### src/rtl/ram_dp_be_clr.sv
// ram_dp_be_clr: dual-port RAM with per-lane write enables, optional registered read
// and a clear engine that sweeps every word to init_val after reset or on request.
module ram_dp_be_clr #(
    parameter int w = 8,
    parameter int d = 16,
    parameter int d_log = $clog2(d),
    parameter int nb = 1,
    parameter int rd_reg = 0,
    parameter int wr_first = 1,
    parameter logic [w-1:0] init_val = '0
) (
    input  logic             clk,
    input  logic             rst_n,
    input  logic             clr,
    input  logic             wr,
    input  logic [nb-1:0]    wr_be,
    input  logic [d_log-1:0] addr_wr,
    input  logic [w-1:0]     data_in,
    input  logic             rd,
    input  logic [d_log-1:0] addr_rd,
    output logic [w-1:0]     data_out,
    output logic             rd_valid,
    output logic             busy
);
    localparam int lw = w / nb;
    localparam logic [d_log-1:0] last = d_log'(d - 1);
    localparam logic [d_log:0] depth = (d_log + 1)'(d);
    typedef enum logic {IDLE, CLEAR} state_t;
    state_t state, state_n;
    logic [d_log-1:0] clr_addr, clr_addr_n;
    logic [w-1:0] ram [d];
    logic [w-1:0] be_mask;
    logic wr_ok;
    assign busy = state == CLEAR;
    // out-of-range addresses only exist for non-power-of-2 depths
    assign wr_ok = wr && !busy && ({1'b0, addr_wr} < depth);
    for (genvar g = 0; g < nb; g++) begin : g_mask
        assign be_mask[g*lw +: lw] = {lw{wr_be[g]}};
    end
    always_ff @(posedge clk or negedge rst_n) begin
        if (!rst_n) begin
            state <= CLEAR;
            clr_addr <= '0;
        end else begin
            state <= state_n;
            clr_addr <= clr_addr_n;
        end
    end
    // clr during a sweep is ignored; clr_addr stays at 0 while idle
    always_comb begin
        state_n = busy ? (clr_addr == last ? IDLE : CLEAR) : (clr ? CLEAR : IDLE);
        clr_addr_n = (busy && clr_addr != last) ? clr_addr + 1'b1 : '0;
    end
    always_ff @(posedge clk) begin
        if (busy)
            ram[clr_addr] <= init_val;
        else if (wr_ok)
            ram[addr_wr] <= (ram[addr_wr] & ~be_mask) | (data_in & be_mask);
    end
    if (rd_reg != 0) begin : g_reg
        logic [w-1:0] rd_word;
        // write-first collisions return the lane-merged word
        assign rd_word = (wr_first != 0 && wr_ok && addr_wr == addr_rd)
                       ? (ram[addr_rd] & ~be_mask) | (data_in & be_mask) : ram[addr_rd];
        always_ff @(posedge clk or negedge rst_n) begin
            if (!rst_n) begin
                data_out <= '0;
                rd_valid <= 1'b0;
            end else begin
                rd_valid <= rd && !busy;
                if (rd && !busy)
                    data_out <= rd_word;
            end
        end
    end else begin : g_comb
        assign data_out = ram[addr_rd];
        assign rd_valid = rd && !busy;
    end
endmodule

### config.mk
export PLATFORM = sky130hd
export DESIGN_NAME = ram_dp_be_clr
export DESIGN_NICKNAME = d
export VERILOG_FILES = /design/src/rtl/ram_dp_be_clr.sv
export SDC_FILE = /design/constraint.sdc
export NUM_CORES = 1
export LEC_CHECK = 0
export CAP_MARGIN = 20
export CORE_UTILIZATION = 35
export CTS_CLUSTER_DIAMETER = 80
export CTS_CLUSTER_SIZE = 16
export DETAILED_ROUTE_END_ITERATION = 6
export PLACE_DENSITY = 0.49
export SLEW_MARGIN = 20
export SYNTH_ARGS = -nofsm -noshare
export SYNTH_HDL_FRONTEND = slang
export SYNTH_SLANG_ARGS = --single-unit
### constraint.sdc
create_clock -name clk -period 1.8 [get_ports clk]
set_clock_uncertainty 0.15 [all_clocks]
set_input_delay 0.18 -clock clk [delete_from_list [all_inputs] [get_ports clk]]
set_output_delay 0.18 -clock clk [all_outputs]
set_load 0.05 [all_outputs]
==> flow_metrics.py <==
metrics = {
    "layout": {
        "finalInstanceArea_mm2": 0.00930,
        "area_growth_pct": 44.2,
        "final_common_cell": "edfxtp_1",
        "nets": 523,
        "layoutNonFillerInstCount": 742,
        "drive_gt1_frac": 0.534,
        "final_cell_mix": "edfxtp_1, buf_4, mux4_2",
        "diodes": 0,
    },
    "min_path": {
        "hp-class": "input pin to flop",
    },
    "floorplanning": {
        "io_pins": 32,
        "die-area_mm2": 0.0190,
        "die_width_um": 138,
        "rows": 49,
        "die_h_um": 138,
        "coreArea_mm2": 0.0180,
        "start_util": 0.358,
    },
    "routing": {
        "drtAntennaViolNets": 0,
        "vias": 4083,
        "vias_per_cell": 5.50,
        "postRouteWirelength_mm": 17.9,
        "drt_pass1_iterations": 5,
        "drc": 0,
        "drtIter0Drc": 265,
        "wire_per_inst_um": 24.2,
    },
    "power_and_ir_drop": {
        "leakagePower_nw": 3.30,
        "total_power_mw": 11.7,
        "powerDensity_mw_per_mm2": 1260,
        "ir_worst_vdd_v": 0.000735,
    },
    "sta": {
        "fin_ws_ps": -572,
        "period_share": 1.32,
        "worstMarginPinSlew_ps": 400,
        "rsz0062_at_grt": "true",
        "slew_violations": 0,
        "min_period_ps": 2370,
        "relSlewSlack": 0.733,
        "finalSetupViolCount": 265,
        "max_freq_mhz": 422,
        "hold_violations": 0,
    },
    "cts": {
        "numClockSinks": 133,
        "clk_path_buf_depth": 2,
        "cts_tree": "yes",
        "cts_buffers": 17,
        "clockRootBuffer": "clkbuf_16",
        "clk-insertion-delay-late_ps": 420,
        "htree_levels": 4,
        "clk_pin_slew_worst_paths_ps": 60,
    },
    "worst_setup_path": {
        "path_common_cell": "mux4_2",
        "cp_max_fo": 2,
        "crit_cells": 3,
        "rrSetupSlack_ps": -250,
        "crit_family": "multiplexers",
        "crit_arrival_ps": 2040,
        "cp.required_ps": 1470,
        "reg2reg_depth": 6,
        "cpPeakStageDelay_ps": 540,
        "crit_chain": "mux4_2, mux4_2, buf_6",
        "cp.buffers_inverters": 1,
        "cp-start-kind": "flop",
        "cp-end-kind": "output pin",
        "cp-startpoint": "ram[15][4]$_DFFE_PP_",
        "crit-reg2reg-launch": "busy$_DFF_PN1_",
        "crit_path_end": "data_out[4]",
        "rr_endpoint": "ram[10][2]$_DFFE_PP_",
        "critPathKind": "flop to output pin",
        "worst_path_max_delay_cell": "mux4_2",
    },
    "place": {
        "placed_cells": 672,
        "placed_cell_area_mm2": 0.00771,
        "io_buffers": 31,
        "post-dp-hpwl_mm": 12.5,
        "gp_congestion": 0.780,
    },
    "grt": {
        "grt_first_pass_wirelength_mm": 27.2,
        "overflow": 0,
        "grt_use_total": 0.208,
        "antenna_found_initial": 0,
        "grt_pass1_vias": 4462,
        "grt_max_degree": 23,
    },
    "synth": {
        "yosysUniqueCellTypes": 36,
        "ys_seq_area_frac": 0.616,
        "postSynthAreaPerCell_um2": 18.4,
        "yosys_warnings": 0,
        "syn-cell-area_mm2": 0.00644,
        "synthCells": 350,
        "syn_nets": 373,
        "ys_ff_latch": 133,
    },
    "run_status": {
        "violations": "setup timing",
        "outcome": "finished with violations",
    },
    "flow_run": {
        "drv_cap": 0,
    },
}
synth_stat cells:
| library cell | number | area, um2 |
|---|---|---|
| edfxtp_1 | 128 | 3840 |
| mux2i_1 | 39 | 390 |
| mux4_2 | 32 | 721 |
| mux4_1 | 24 | 631 |
| nor2_1 | 23 | 86.3 |
| a22oi_1 | 15 | 113 |
| a32oi_1 | 10 | 87.6 |
| clkbuf_1 | 8 | 30.0 |
| o21ai_1 | 7 | 35.0 |
| a31oi_1 | 6 | 37.5 |
| buf_2 | 6 | 30.0 |
| buf_1 | 5 | 18.8 |
| nand2_1 | 5 | 18.8 |
| dfrtp_1 | 4 | 100 |
| inv_1 | 4 | 15.0 |
| nor2b_1 | 4 | 25.0 |
| and2_1 | 3 | 18.8 |
| buf_4 | 3 | 22.5 |
| nand3_1 | 3 | 15.0 |
| a21oi_1 | 2 | 10.0 |
| buf_8 | 2 | 30.0 |
| nor3b_1 | 2 | 15.0 |
| o21ai_0 | 2 | 10.0 |
| a21boi_0 | 1 | 7.51 |
| and3_1 | 1 | 6.26 |
| and3b_1 | 1 | 8.76 |
| buf_12 | 1 | 20.0 |
| buf_6 | 1 | 11.3 |
| dfstp_2 | 1 | 26.3 |
| ha_1 | 1 | 12.5 |
| inv_2 | 1 | 3.75 |
| mux2_2 | 1 | 11.3 |
| nor3_1 | 1 | 5.00 |
| nor4bb_1 | 1 | 10.0 |
| or4b_1 | 1 | 10.0 |
| xor2_1 | 1 | 8.76 |
power breakdown:
group | switching [mW] | internal, mW | total (mW)
registers | 0.265 | 4.08 | 4.35
logic | 1.86 | 1.81 | 3.66
clock network | 1.29 | 2.44 | 3.73
total | 3.41 | 8.33 | 11.7
registers in the layout (all words and copies together) (netlist names):
register,flops
ram,128
busy,1
clr_addr,4
metrics by stage:
stage           util  hold slack [ps]  setup WS (ps)  TNS, ps
2_1_floorplan      -             -266           -205   -47490
3_3_place_gp   0.428              272           -628  -119950
3_5_place_dp   0.428              274           -644  -123880
4_1_cts        0.511              117           -592   -42180
5_1_grt        0.516              179           -617   -52310
6_report       0.516              144           -572   -41950
worst min-delay path by stage:
stage	from	end	slack, ps	cells past startpoint
floorplan	rst_n	clr_addr[0]$_DFF_PN0_	-270	0
global placement	rst_n	clr_addr[0]$_DFF_PN0_	270	1
detailed placement	rst_n	clr_addr[0]$_DFF_PN0_	270	1
CTS	clr	busy$_DFF_PN1_	120	3
global route	clr	busy$_DFF_PN1_	180	3
finish	clr	busy$_DFF_PN1_	140	3
timing repair:
item,in CTS,in global routing
gates cloned,4,0
endpoints found under the setup margin,265,266
resized for setup,89,10
pin swaps,22,7
hold endpoints to repair,4,0
hold buffers,1,0
setup buffers,30,7
kinds of logic (layout without fill, tap and decap cells):
family	count (synthesis)	count (layout)	share of synthesized area
XOR/XNOR	1	1	0.00136
multiplexers	96	96	0.272
adder cells (fa/ha/maj)	1	1	0.00194
flip-flops	133	133	0.616
AO/OA/AOI/OAI	43	44	0.0466
buffers and inverters	31	192	0.0281
AND/OR/NAND/NOR	45	46	0.0340
metal layers:
layer | part of all wire | global-route usage
met5 | 0 | 0
met4 | 0.025 | 0.0942
met3 | 0.035 | 0.0298
met2 | 0.52 | 0.350
met1 | 0.42 | 0.265
layout make-up:
cell class	instances	area (um2)
fill	1494	8730
sequential	133	3970
multi-input combinational	188	2670
timing repair buffer	155	1710
clock buffer	18	429
tap	229	287
clock inverter	14	209
inverter	5	18.8
worst reg2reg max path, delay by kind of cell, from the launching register on:
family | cells | cell delay, ps
simple gates | 2 | 340
flops | 1 | 660
compound gates | 2 | 300
buf+inv | 2 | 350
Note: power is estimated with default switching activity, not from simulation.
